## config.mk

```make
export PLATFORM = sky130hd
export DESIGN_NAME = uart_json_rx
export DESIGN_NICKNAME = d
export VERILOG_FILES = /design/src/rtl/uart_json_rx.sv
export SDC_FILE = /design/constraint.sdc
export NUM_CORES = 1
export LEC_CHECK = 0
export ABC_AREA = 0
export BUFFER_PORTS_ARGS = -buffer_cell sky130_fd_sc_hd__buf_2
export CAP_MARGIN = 10
export CORE_MARGIN = 5
export CORE_UTILIZATION = 48
export DETAILED_ROUTE_END_ITERATION = 6
export GPL_ROUTABILITY_DRIVEN = 0
export PLACE_DENSITY = 0.67
export REMOVE_ABC_BUFFERS = 1
export SLEW_MARGIN = 20
export SYNTH_ARGS = -nofsm -noshare
export SYNTH_HDL_FRONTEND = slang
export SYNTH_SLANG_ARGS = --single-unit
```

## constraint.sdc

```tcl
create_clock -name clk -period 2.7 [get_ports clk]
set_input_delay 0.135 -clock clk [delete_from_list [all_inputs] [get_ports clk]]
set_output_delay 0.135 -clock clk [all_outputs]
set_load 0.005 [all_outputs]
```

## src/rtl/uart_json_rx.sv

```systemverilog
// UART receiver (8N1) feeding a fixed-format JSON motor command parser.
// Accepted frame: {"T":d,"L":[-]0.d,"R":[-]0.d}\n
// Outputs change only on a complete, well-formed frame.
module uart_json_rx #(
  parameter int CLKS_PER_BIT = 434
) (
  input  logic       clk,
  input  logic       rst_n,
  input  logic       uart_in,
  output logic [3:0] cmd_type,
  output logic [3:0] left_speed,
  output logic       left_neg,
  output logic [3:0] right_speed,
  output logic       right_neg,
  output logic       cmd_valid,
  output logic       frame_err
);

  localparam int CW = $clog2(CLKS_PER_BIT + 1);
  localparam logic [CW-1:0] FULL_LAST = CW'(CLKS_PER_BIT - 1);
  localparam logic [CW-1:0] HALF_LAST = CW'(CLKS_PER_BIT / 2 - 1);

  localparam logic [7:0] CH_QUOTE  = 8'h22;
  localparam logic [7:0] CH_COMMA  = 8'h2C;
  localparam logic [7:0] CH_MINUS  = 8'h2D;
  localparam logic [7:0] CH_DOT    = 8'h2E;
  localparam logic [7:0] CH_ZERO   = 8'h30;
  localparam logic [7:0] CH_COLON  = 8'h3A;
  localparam logic [7:0] CH_L      = 8'h4C;
  localparam logic [7:0] CH_R      = 8'h52;
  localparam logic [7:0] CH_T      = 8'h54;
  localparam logic [7:0] CH_LBRACE = 8'h7B;
  localparam logic [7:0] CH_RBRACE = 8'h7D;
  localparam logic [7:0] CH_LF     = 8'h0A;

  typedef enum logic [1:0] {IDLE, START, DATA, STOP} rx_state_t;

  typedef enum logic [3:0] {
    WAIT_OPEN, T_HDR, T_DIG, L_HDR, L_SIGN, L_DOT, L_FRAC,
    R_HDR, R_SIGN, R_DOT, R_FRAC, CLOSE, EOL
  } p_state_t;

  // ASCII '0'..'9'
  function automatic logic is_digit(input logic [7:0] b);
    return (b >= 8'h30) && (b <= 8'h39);
  endfunction

  // Header literal character: "T": has no leading comma, ,"L": and ,"R": do
  function automatic logic [7:0] hdr_char(input logic [7:0] letter,
                                          input logic comma,
                                          input logic [2:0] idx);
    logic [2:0] k;
    k = comma ? idx : idx + 3'd1;
    case (k)
      3'd0:    return CH_COMMA;
      3'd1:    return CH_QUOTE;
      3'd2:    return letter;
      3'd3:    return CH_QUOTE;
      default: return CH_COLON;
    endcase
  endfunction

  logic          sync_a, rx_bit;
  rx_state_t     rx_state;
  logic [CW-1:0] cnt;
  logic [2:0]    bit_idx;
  logic [7:0]    rx_shift;
  logic          break_wait;
  logic          byte_stb, line_err;

  p_state_t      p_state;
  logic [2:0]    lit_idx;
  logic          pend_neg;
  logic [3:0]    sh_type, sh_left, sh_right;
  logic          sh_lneg, sh_rneg;
  logic          byte_ok;

  // Two-flop synchronizer for the asynchronous serial line (idle high)
  always_ff @(posedge clk or negedge rst_n) begin
    if (!rst_n) begin
      sync_a <= 1'b1;
      rx_bit <= 1'b1;
    end else begin
      sync_a <= uart_in;
      rx_bit <= sync_a;
    end
  end

  // Bit-level receiver: mid-bit sampling, byte strobe or framing error per byte
  always_ff @(posedge clk or negedge rst_n) begin
    if (!rst_n) begin
      rx_state   <= IDLE;
      cnt        <= '0;
      bit_idx    <= '0;
      rx_shift   <= '0;
      break_wait <= 1'b0;
      byte_stb   <= 1'b0;
      line_err   <= 1'b0;
    end else begin
      byte_stb <= 1'b0;
      line_err <= 1'b0;
      case (rx_state)
        IDLE: begin
          cnt     <= '0;
          bit_idx <= '0;
          // after a bad stop bit the line must return high before re-arming
          if (rx_bit) break_wait <= 1'b0;
          else if (!break_wait) rx_state <= START;
        end
        START: begin
          if (cnt == HALF_LAST) begin
            cnt      <= '0;
            rx_state <= rx_bit ? IDLE : DATA;
          end else cnt <= cnt + 1'b1;
        end
        DATA: begin
          if (cnt == FULL_LAST) begin
            cnt      <= '0;
            rx_shift <= {rx_bit, rx_shift[7:1]};
            bit_idx  <= bit_idx + 3'd1;
            if (bit_idx == 3'd7) rx_state <= STOP;
          end else cnt <= cnt + 1'b1;
        end
        STOP: begin
          if (cnt == FULL_LAST) begin
            cnt      <= '0;
            rx_state <= IDLE;
            if (rx_bit) byte_stb <= 1'b1;
            else begin
              line_err   <= 1'b1;
              break_wait <= 1'b1;
            end
          end else cnt <= cnt + 1'b1;
        end
        default: rx_state <= IDLE;
      endcase
    end
  end

  // Decide whether the received byte is acceptable in the current parser state
  always_comb begin
    byte_ok = 1'b0;
    case (p_state)
      WAIT_OPEN:              byte_ok = 1'b1;
      T_HDR:                  byte_ok = (rx_shift == hdr_char(CH_T, 1'b0, lit_idx));
      L_HDR:                  byte_ok = (rx_shift == hdr_char(CH_L, 1'b1, lit_idx));
      R_HDR:                  byte_ok = (rx_shift == hdr_char(CH_R, 1'b1, lit_idx));
      T_DIG, L_FRAC, R_FRAC:  byte_ok = is_digit(rx_shift);
      L_SIGN, R_SIGN:         byte_ok = (rx_shift == CH_ZERO) ||
                                        ((rx_shift == CH_MINUS) && !pend_neg);
      L_DOT, R_DOT:           byte_ok = (rx_shift == CH_DOT);
      CLOSE:                  byte_ok = (rx_shift == CH_RBRACE);
      EOL:                    byte_ok = (rx_shift == CH_LF);
      default:                byte_ok = 1'b0;
    endcase
  end

  // Frame parser: shadow capture, commit on newline, abort/resync on errors
  always_ff @(posedge clk or negedge rst_n) begin
    if (!rst_n) begin
      p_state     <= WAIT_OPEN;
      lit_idx     <= '0;
      pend_neg    <= 1'b0;
      sh_type     <= '0;
      sh_left     <= '0;
      sh_right    <= '0;
      sh_lneg     <= 1'b0;
      sh_rneg     <= 1'b0;
      cmd_type    <= '0;
      left_speed  <= '0;
      left_neg    <= 1'b0;
      right_speed <= '0;
      right_neg   <= 1'b0;
      cmd_valid   <= 1'b0;
      frame_err   <= 1'b0;
    end else begin
      cmd_valid <= 1'b0;
      frame_err <= 1'b0;
      if (line_err || (byte_stb && !byte_ok)) begin
        frame_err <= 1'b1;
        lit_idx   <= '0;
        pend_neg  <= 1'b0;
        sh_type   <= '0;
        sh_left   <= '0;
        sh_right  <= '0;
        sh_lneg   <= 1'b0;
        sh_rneg   <= 1'b0;
        // a stray '{' is taken as the start of a fresh frame
        p_state   <= (byte_stb && rx_shift == CH_LBRACE) ? T_HDR : WAIT_OPEN;
      end else if (byte_stb) begin
        case (p_state)
          WAIT_OPEN: if (rx_shift == CH_LBRACE) begin
            p_state <= T_HDR;
            lit_idx <= '0;
          end
          T_HDR: if (lit_idx == 3'd3) begin
            lit_idx <= '0;
            p_state <= T_DIG;
          end else lit_idx <= lit_idx + 3'd1;
          T_DIG: begin
            sh_type <= rx_shift[3:0];
            p_state <= L_HDR;
          end
          L_HDR: if (lit_idx == 3'd4) begin
            lit_idx <= '0;
            p_state <= L_SIGN;
          end else lit_idx <= lit_idx + 3'd1;
          L_SIGN: if (rx_shift == CH_MINUS) pend_neg <= 1'b1;
                  else p_state <= L_DOT;
          L_DOT:  p_state <= L_FRAC;
          L_FRAC: begin
            sh_left  <= rx_shift[3:0];
            sh_lneg  <= pend_neg && (rx_shift != CH_ZERO);
            pend_neg <= 1'b0;
            p_state  <= R_HDR;
          end
          R_HDR: if (lit_idx == 3'd4) begin
            lit_idx <= '0;
            p_state <= R_SIGN;
          end else lit_idx <= lit_idx + 3'd1;
          R_SIGN: if (rx_shift == CH_MINUS) pend_neg <= 1'b1;
                  else p_state <= R_DOT;
          R_DOT:  p_state <= R_FRAC;
          R_FRAC: begin
            sh_right <= rx_shift[3:0];
            sh_rneg  <= pend_neg && (rx_shift != CH_ZERO);
            pend_neg <= 1'b0;
            p_state  <= CLOSE;
          end
          CLOSE:  p_state <= EOL;
          EOL: begin
            cmd_type    <= sh_type;
            left_speed  <= sh_left;
            left_neg    <= sh_lneg;
            right_speed <= sh_right;
            right_neg   <= sh_rneg;
            cmd_valid   <= 1'b1;
            p_state     <= WAIT_OPEN;
          end
          default: p_state <= WAIT_OPEN;
        endcase
      end
    end
  end

endmodule

```

==> results of run 1 <==
==> power by group through the flow <==
stage | registers (mW) | clock network, mW | logic [mW]
6_report | 0.977 | 0.782 | 0.0256
5_1_grt | 0.977 | 0.860 | 0.0307
4_1_cts | 0.977 | 0.801 | 0.0273
3_5_place_dp | 0.996 | 0 | 0.0252
3_3_place_gp | 0.996 | 0 | 0.0243
2_1_floorplan | 0.996 | 0 | 0.000821
==> timing repair <==
action / 4_1_cts / 5_1_grt
setup endpoints to repair: 38 / 38
endpoints found under the hold margin: 20 / 0
buffers inserted: 2 / 0
gates resized for setup: 4 / 18
hold buffers: 2 / 0
pin swaps: 5 / 3
cloned: 0 / 1
==> cell usage after synthesis, types with 7 or more instances <==
library cell | number | share of area
a21oi_1 | 10 | 0.013
nor3_1 | 12 | 0.016
a22o_1 | 7 | 0.016
o2bb2ai_1 | 14 | 0.033
mux2_2 | 9 | 0.027
o21ai_0 | 20 | 0.027
ha_1 | 12 | 0.040
dfrtp_1 | 63 | 0.42
nor2_1 | 40 | 0.040
nand3_1 | 8 | 0.011
mux2i_1 | 10 | 0.027
clkbuf_1 | 12 | 0.012
nand2_1 | 50 | 0.050
inv_1 | 12 | 0.012
==> worst max-delay path by stage <==
| stage | startpoint | end | slack [ns] | cells past startpoint |
|---|---|---|---|---|
| after CTS | lit_idx[1]$_DFFE_PN0P_ | sh_rneg$_DFFE_PN0P_ | 0.04 | 12 |
| after floorplan | lit_idx[0]$_DFFE_PN0P_ | cmd_type[0]$_DFFE_PN0P_ | -0.08 | 8 |
| after global routing | lit_idx[1]$_DFFE_PN0P_ | sh_left[1]$_DFFE_PN0P_ | -0.08 | 12 |
| final | p_state[0]$_DFFE_PN0P_ | right_speed[2]$_DFFE_PN0P_ | 0.007 | 8 |
| after global placement | lit_idx[0]$_DFFE_PN0P_ | p_state[0]$_DFFE_PN0P_ | -0.06 | 8 |
| after detailed placement | lit_idx[0]$_DFFE_PN0P_ | sh_rneg$_DFFE_PN0P_ | -0.09 | 9 |
==> final cells by class <==
| type | instances | area share |
|---|---|---|
| clock buffers | 13 | 0.03794 |
| inverters | 13 | 0.01096 |
| repair buffers | 54 | 0.09247 |
| clock inverters | 3 | 0.005340 |
| well taps | 102 | 0.02867 |
| multi-input cells | 287 | 0.4587 |
| flip-flops and latches | 65 | 0.3659 |
==> layer usage <==
metal / vias up / share of wire / track usage
met1: 1498 / 0.42 / 0.2424
li1: 1485 / - / -
met2: 97 / 0.50 / 0.3257
met3: 14 / 0.058 / 0.05429
met4: 0 / 0.015 / 0.04686
met5: - / 0 / 0
==> state kept, by name, indices dropped and copies added, names as in the netlist, 3 cells and up, named ones only <==
| name | count |
|---|---|
| bit_idx | 3 |
| cmd_type | 4 |
| cnt | 9 |
| left_speed | 4 |
| lit_idx | 3 |
| p_state | 4 |
| right_speed | 4 |
| rx_shift | 8 |
| sh_left | 4 |
| sh_right | 4 |
| sh_type | 4 |
==> per-stage QoR <==
stage          instances  worst slack, ns
6_report             537         0.007473
5_1_grt              537         -0.07822
4_1_cts              536          0.03571
3_5_place_dp         516         -0.08862
3_3_place_gp         516         -0.05783
2_1_floorplan        365         -0.07616
==> cell families (layout without fill, tap and decap cells) <==
family                   after synthesis  after routing  share of synthesized area
flip-flops                            65             65                     0.4381
AND/OR/NAND/NOR                      155            155                     0.2167
buffers and inverters                 34             83                    0.03869
AO/OA/AOI/OAI                         91             91                     0.1884
XOR/XNOR                              10             10                    0.02355
adder cells (fa/ha/maj)               12             12                    0.04038
multiplexers                          19             19                    0.05417
==> impl_results.md, run 1 <==
* Syn Area/Cell at 9.634 um^2
* Internal at 1.393 mW
* Hold_ws at 0.2786 ns
* Req. time, crit path at 2.93 ns
* Area after DPL at 4099 um^2
* Logic pwr share at 0.014
* DR pass1 iterations at 5
* Final number of setup-violating endpoints at 0
* Slowest CP cell: dfrtp_1
* Leakage power total at 2.021 nW
* WL final at 9151 um
* Finished Core Util at 0.5821
* CP peak stage delay at 0.53 ns
* Worst slew margin at 0.4779
* Worst r2r dst: right_speed[2]$_DFFE_PN0P_
* Final Skew at 0.007483 ns
* Arrival @ worst endpoint at 2.92 ns
* CORE AREA at 7647 um^2
* Ratio of cells with drive above 1 in the final layout at 0.2437
* Register Area at 1629 um^2
* Design Area, Final at 4452 um^2
* Most frequent cells in the layout: dfrtp_1 (63), nand2_1 (49), nor2_1 (38)
* Crit path time final at 2.693 ns
* Clock latency at the later pin of the worst-skew pair at 0.34 ns
* Dpl hpwl at 6288 um
* Fin. Hold Viols at 0
* CP startpoint kind: flop
* HP Class: in2async
* Clock power frac at 0.438
* Clock root cell: clkbuf_8
* First-pass GRT wire length at 15040 um
* Yosys cell types at 66
* Area growth, synth to finish at 19.72%
* Via count at 3094
* 1st-iter DRT viols at 193
* RSZ-0062 raised after global routing: true
* Synth Warn # at 0
* Synthesized area at 3719 um^2
* # H-tree levels at 3
* Switch Pwr at 391.3 uW
* VDD IR-drop max at 0.2909 mV
* Nets at 445
* Worst flop-to-flop path startpoint: p_state[0]$_DFFE_PN0P_
* Full die area at 9607 um^2
* Total track usage at 0.1919
* Fmax at 371.4 MHz
* CTS tree: done
* Primary FF master, synth: dfrtp_1
* Pin count of the biggest net entering global routing at 29
* Fillers at 675
* Overall power at 1.784 mW
* R2R depth at 8
* Critical path buffer and inverter count at 1
* Worst slew pin tran at 0.7803 ns
* Vias in the first global route at 3098
* Num CTS Buffers at 9
* Clock Sinks at 65
* I/O pin count at 19
* Post-synth EDFFs at 0
* Die extent in x at 98.02 um
* Synthesized instance count at 386
* R2r setup slk at 0.007 ns
* Max-slew violation count at 0
* DR vias/cell at 5.762
* Cell family with most CP delay: simple AND/OR/NAND/NOR gates
* Status: finished clean
* Area of the multi-input gates at 2042 um^2
* CP max FO at 9
* Antenna-violating nets left at 0
* Seq pwr share at 0.548
* Synth async-reset ratio at 1.000
* Global route total overflow at 0
* CTS clk-pin slew, worst paths at 0.07 ns
* Max cap viols at 0
* Pwr/cell area at 400.8 nW/um^2
* CP Class: reg2reg
* WL per Instance at 17.04 um
* Period utilization at 0.9972
* Number of diodes at 0
* Critical path endpoint category: flop
* Seq/Total Area, Yosys at 0.4381
* # DRC at 0
* Initial antenna violation count at 0
* Initial Utilization at 0.4863
* Setup TNS at 0 ns
* Register bit total from synthesis at 65
* # rows at 32
* Switching Share at 0.2193
* Port bufs at 18
* Clk buf depth at 2
* Worst path cell trace: nand4bb_4 -> o211ai_4 -> or4_4 -> a221o_1 -> nor3_4 -> nand4_4 -> clkbuf_16 -> o2bb2ai_1
* Die Y-Extent at 98.02 um
* Most common cell after layout, fill and taps aside: dfrtp_1
(Power assumes the default switching activity.)
==> run 2, diff against run 1 <==
clock period = 2.3 ns   (was 2.7 ns; I/O delays follow)
==> impl_results.md, run 2 (synthesized netlist as in run 1, its figures left out) <==
* Most common cell after layout, fill and taps aside: dfrtp_1
* Worst r2r dst: sh_rneg$_DFFE_PN0P_
* First-pass GRT wire length at 15860 um
* Fmax at 378.9 MHz
* Worst slew pin tran at 0.8450 ns
* Clk buf depth at 2
* CTS tree: done
* Dpl ws at -0.5008 ns
* Largest Register: cnt
* VDD IR-drop max at 0.3781 mV
* CP peak stage delay at 0.45 ns
* CP Class: reg2reg
* 1st-iter DRT viols at 277
* Met2 usage at 0.3361
* Full die area at 9607 um^2
* CP startpoint kind: flop
* WL per Instance at 16.86 um
* Fillers at 613
* Ratio of cells with drive above 1 in the final layout at 0.3506
* Clock Sinks at 65
* Register Area at 1633 um^2
* Initial antenna violation count at 0
* RSZ-0062 raised after global routing: true
* CP max FO at 6
* # H-tree levels at 3
* Most used routing layer: met2
* Critical path endpoint category: flop
* Slowest CP cell: dfrtp_2
* Final number of setup-violating endpoints at 38
* CORE AREA at 7647 um^2
* Num CTS Buffers at 9
* Post-route setup slack at -0.3395 ns
* Global route total overflow at 0
* Clock latency at the later pin of the worst-skew pair at 0.34 ns
* Req. time, crit path at 2.57 ns
* Hold_ws at 0.3570 ns
* Max-slew violation count at 0
* Met3 GRT Util at 0.04286
* Fin. Hold Viols at 0
* Worst flop-to-flop path startpoint: lit_idx[0]$_DFFE_PN0P_
* Port bufs at 18
* Initial Utilization at 0.4863
* HP Class: in2async
* Max cap viols at 0
* Die extent in x at 98.02 um
* Pin count of the biggest net entering global routing at 37
* Max reg flops at 9
* Die Y-Extent at 98.02 um
* I/O pin count at 19
* CTS clk-pin slew, worst paths at 0.08 ns
* Crit path time final at 2.640 ns
* Most frequent CP cell: ha_4
* Top flop regs: cnt: 9 flops, rx_shift: 8 flops
* WL final at 9507 um
* R2r setup slk at -0.34 ns
* Setup TNS at -10.88 ns
* Status: finished, violations left
* # rows at 32
* Most frequent cells in the layout: dfrtp_1 (60), buf_4 (55), nand2_1 (48)
* Total track usage at 0.2040
* Pwr/cell area at 433.7 nW/um^2
* Met1 GRT Util at 0.2629
* Nets at 472
* Vias in the first global route at 3203
* Dpl hpwl at 6628 um
* Clock root cell: clkbuf_8
* Worst slew margin at 0.4346
* Failing checks: negative setup slack
* Arrival @ worst endpoint at 2.91 ns
* DR pass1 iterations at 5
* Period utilization at 1.148
* DR vias/cell at 5.729
* # DRC at 0
* Final Skew at 0.008674 ns
* Antenna-violating nets left at 0
* Area of the multi-input gates at 2230 um^2
* Worst path cell trace: ha_4 -> ha_4 -> nand2_2 -> or4_4 -> a221o_1 -> o311ai_4 -> o211ai_4 -> buf_6 -> nor2_2
* Number of diodes at 0
* R2R depth at 9
* Via count at 3231
* Finished Core Util at 0.6337
* Leakage power total at 2.193 nW
* Area growth, synth to finish at 30.32%
-- run 2: worst max-delay path by stage --
stage / depth (start not counted) / slack [ns] / end / startpoint
after global routing: 8 / -0.43 / pend_neg$_DFFE_PN0P_ / lit_idx[1]$_DFFE_PN0P_
after CTS: 8 / -0.35 / lit_idx[2]$_DFFE_PN0P_ / lit_idx[1]$_DFFE_PN0P_
after floorplan: 8 / -0.48 / cmd_type[0]$_DFFE_PN0P_ / lit_idx[0]$_DFFE_PN0P_
after detailed placement: 8 / -0.50 / lit_idx[2]$_DFFE_PN0P_ / lit_idx[1]$_DFFE_PN0P_
final: 9 / -0.34 / sh_rneg$_DFFE_PN0P_ / lit_idx[0]$_DFFE_PN0P_
after global placement: 8 / -0.43 / lit_idx[2]$_DFFE_PN0P_ / lit_idx[1]$_DFFE_PN0P_
-- run 2: repair_timing --
action	CTS	global route
setup buffers	4	1
hold buffers	2	0
setup endpoints to repair	38	38
gates cloned	1	0
pin swaps	8	12
endpoints found under the hold margin	28	0
gates resized for setup	24	43
-- run 2: area by class of cell --
| type | count | area share |
|---|---|---|
| multi-input cells | 287 | 0.4601 |
| flip-flops and latches | 65 | 0.3369 |
| repair buffers | 81 | 0.1273 |
| clock buffers | 11 | 0.03124 |
| well taps | 102 | 0.02634 |
| inverters | 13 | 0.01007 |
| clock inverters | 5 | 0.008004 |
-- run 2: critical path, delay by kind of cell, from the launching register on --
family,cells,cell delay (ns)
AOI/OAI and AO/OA,3,0.90
and+or+nand+nor,3,0.58
DFF,1,0.45
adders and majority gates,2,0.45
buffers and inverters,1,0.19
-- run 2: metrics by stage --
stage / total power, mW / area (um^2) / cells
detailed placement: 1.200 / 4292 / 540
CTS: 2.131 / 4647 / 563
global route: 2.184 / 4846 / 564
global placement: 1.199 / 4292 / 540
floorplan: 1.170 / 3623 / 365
finish: 2.102 / 4846 / 564
-- run 2: power breakdown --
| part | total (mW) | internal [mW] | switching [mW] |
|---|---|---|---|
| Combinational | 0.0314 | 0.00718 | 0.0242 |
| Sequential | 1.15 | 1.15 | 0.00136 |
| Clock | 0.924 | 0.456 | 0.468 |
| Total | 2.10 | 1.61 | 0.494 |
-- run 2: routing by layer --
layer | share of wire | wire length, um
met5 | 0 | 0
met4 | 0.022 | 211
met3 | 0.042 | 401
met2 | 0.50 | 4782
met1 | 0.43 | 4112
==> run 3, diff against run 2 <==
CORE_MARGIN = 2   (was 5)
PLACE_DENSITY = unset   (was 0.67)
clock period = 2.8 ns   (was 2.3 ns; I/O delays follow)
==> impl_results.md, run 3 (synthesized netlist as in run 1, its figures left out) <==
* Worst r2r dst: cmd_type[1]$_DFFE_PN0P_
* 1st-iter DRT viols at 151
* Max-slew violation count at 0
* Dpl cells at 509
* Fin cells at 527
* Hold Crit Start: sync_a$_DFF_PN1_
* Fin. Hold Viols at 0
* Worst slew margin at 0.3650
* # rows at 32
* Initial antenna violation count at 0
* Antenna-violating nets left at 0
* Fmax at 372.7 MHz
* Pwr/cell area at 440.1 nW/um^2
* Clock Sinks at 65
* Fillers at 687
* Final Skew at 0.01269 ns
* Setup bufs post-CTS at 0
* Initial Utilization at 0.4888
* Register Area at 1633 um^2
* First-pass GRT wire length at 15040 um
* Num CTS Buffers at 9
* Number of diodes at 0
* Final number of setup-violating endpoints at 0
* Vias in the first global route at 3009
* Req. time, crit path at 3.03 ns
* Dpl hpwl at 5907 um
* Nets at 435
* Top flop regs: cnt: 9 flops, rx_shift: 8 flops
* Hold Crit Depth at 0
* CTS tree: done
* DR vias/cell at 5.776
* Status: finished clean
* R2R depth at 9
* Worst Hold Path EP: rx_bit$_DFF_PN1_
* WL final at 8648 um
* Design Area, Final at 4309 um^2
* # H-tree levels at 3
* CP startpoint kind: flop
* # DRC at 0
* Clk buf depth at 2
* Clock latency at the later pin of the worst-skew pair at 0.35 ns
* Area of the multi-input gates at 1979 um^2
* Pin count of the biggest net entering global routing at 66
* Port bufs at 18
* CTS clk-pin slew, worst paths at 0.07 ns
* Clock root cell: clkbuf_8
* Ratio of cells with drive above 1 in the final layout at 0.2094
* Arrival @ worst endpoint at 2.91 ns
* Crit path time final at 2.683 ns
* CP max FO at 11
* Finished Core Util at 0.5664
* WL per Instance at 16.41 um
* Max cap viols at 0
* Hold_ws at 0.3570 ns
* Most frequent cells in the layout: dfrtp_1 (60), nand2_1 (50), nor2_1 (40)
* Die Y-Extent at 92.02 um
* Leakage power total at 1.990 nW
* R2r setup slk at 0.12 ns
* Die extent in x at 92.02 um
* Via count at 3044
* Largest Register: cnt
* Worst flop-to-flop path startpoint: lit_idx[1]$_DFFE_PN0P_
* I/O pin count at 19
* Full die area at 8467 um^2
* DR pass1 iterations at 5
* Most common cell after layout, fill and taps aside: dfrtp_1
* Worst slew pin tran at 0.9489 ns
* Period utilization at 0.9583
* Max reg flops at 9
* CP Class: reg2reg
* Global route total overflow at 0
* Total track usage at 0.2237
* VDD IR-drop max at 0.2759 mV
* Area after DPL at 4021 um^2
* Setup TNS at 0 ns
* CORE AREA at 7607 um^2
* HP Class: reg2reg
* Critical path endpoint category: flop
* Area growth, synth to finish at 15.88%
## run 3: cell count changes in the layout (fill, tap and decap cells not counted), moves of 3 or more
cell       before  now
buf_12          3    0
buf_4          55   23
ha_1            7   10
nor2_1         34   40
nor2_4          4    0
o21ai_0        15   20
o21ai_1         4    0
o2bb2ai_1       3   14
o2bb2ai_2      11    0
## run 3: metrics by stage
step | setup WS [ns] | total power, mW
after CTS | 0.009253 | 1.916
after detailed placement | -0.03762 | 0.9825
after global routing | -0.002363 | 1.964
final | 0.1169 | 1.897
after floorplan | 0.02384 | 0.9609
after global placement | 0.07169 | 0.9824
## run 3: how the worst max path moves through the flow
| stage | from | endpoint | cells past startpoint |
|---|---|---|---|
| 2_1_floorplan | lit_idx[0]$_DFFE_PN0P_ | cmd_type[0]$_DFFE_PN0P_ | 8 |
| 3_3_place_gp | lit_idx[1]$_DFFE_PN0P_ | lit_idx[1]$_DFFE_PN0P_ | 9 |
| 3_5_place_dp | lit_idx[1]$_DFFE_PN0P_ | lit_idx[1]$_DFFE_PN0P_ | 9 |
| 4_1_cts | lit_idx[1]$_DFFE_PN0P_ | lit_idx[1]$_DFFE_PN0P_ | 9 |
| 5_1_grt | lit_idx[1]$_DFFE_PN0P_ | cmd_type[1]$_DFFE_PN0P_ | 9 |
| 6_report | lit_idx[1]$_DFFE_PN0P_ | cmd_type[1]$_DFFE_PN0P_ | 9 |
## run 3: timing repair
| action | CTS | global route |
|---|---|---|
| pin swaps | 2 | 4 |
| hold endpoints to repair | 22 | 0 |
| hold buffers | 2 | 0 |
| gates resized for setup | 1 | 10 |
| setup endpoints to repair | 12 | 34 |
| gates cloned | 0 | 0 |
## run 3: layout make-up
type	count	area share
Clock buffer	9	0.02875
Clock inverter	7	0.02381
Inverter	13	0.01132
Multi-Input combinational cell	287	0.4594
Sequential cell	65	0.3789
Tap cell	102	0.02962
Timing Repair Buffer	44	0.06823
## run 3: metal layers
layer / vias up / track usage / routed length [um] / share of wire
li1: 1465 / - / - / -
met1: 1480 / 0.3225 / 4071 / 0.47
met5: - / 0 / 0 / 0
met4: 0 / 0.08209 / 119 / 0.014
met2: 88 / 0.3407 / 3999 / 0.46
met3: 11 / 0.03615 / 459 / 0.053
## run 3: report_power, final
group          internal, mW  leakage, nW  switching (mW)
registers             0.941        0.882         0.00106
clock network         0.512        0.116           0.420
logic               0.00397        0.993          0.0186
total                  1.46         1.99           0.440
## run 3: worst max-delay path: stages, from the launching register on
cell,delay [ns]
dfrtp_1,0.42
ha_2,0.21
ha_4,0.29
nand2_1,0.06
or4_4,0.42
a221o_1,0.37
nor3_4,0.30
nand4_2,0.15
buf_4,0.21
o2bb2ai_1,0.13
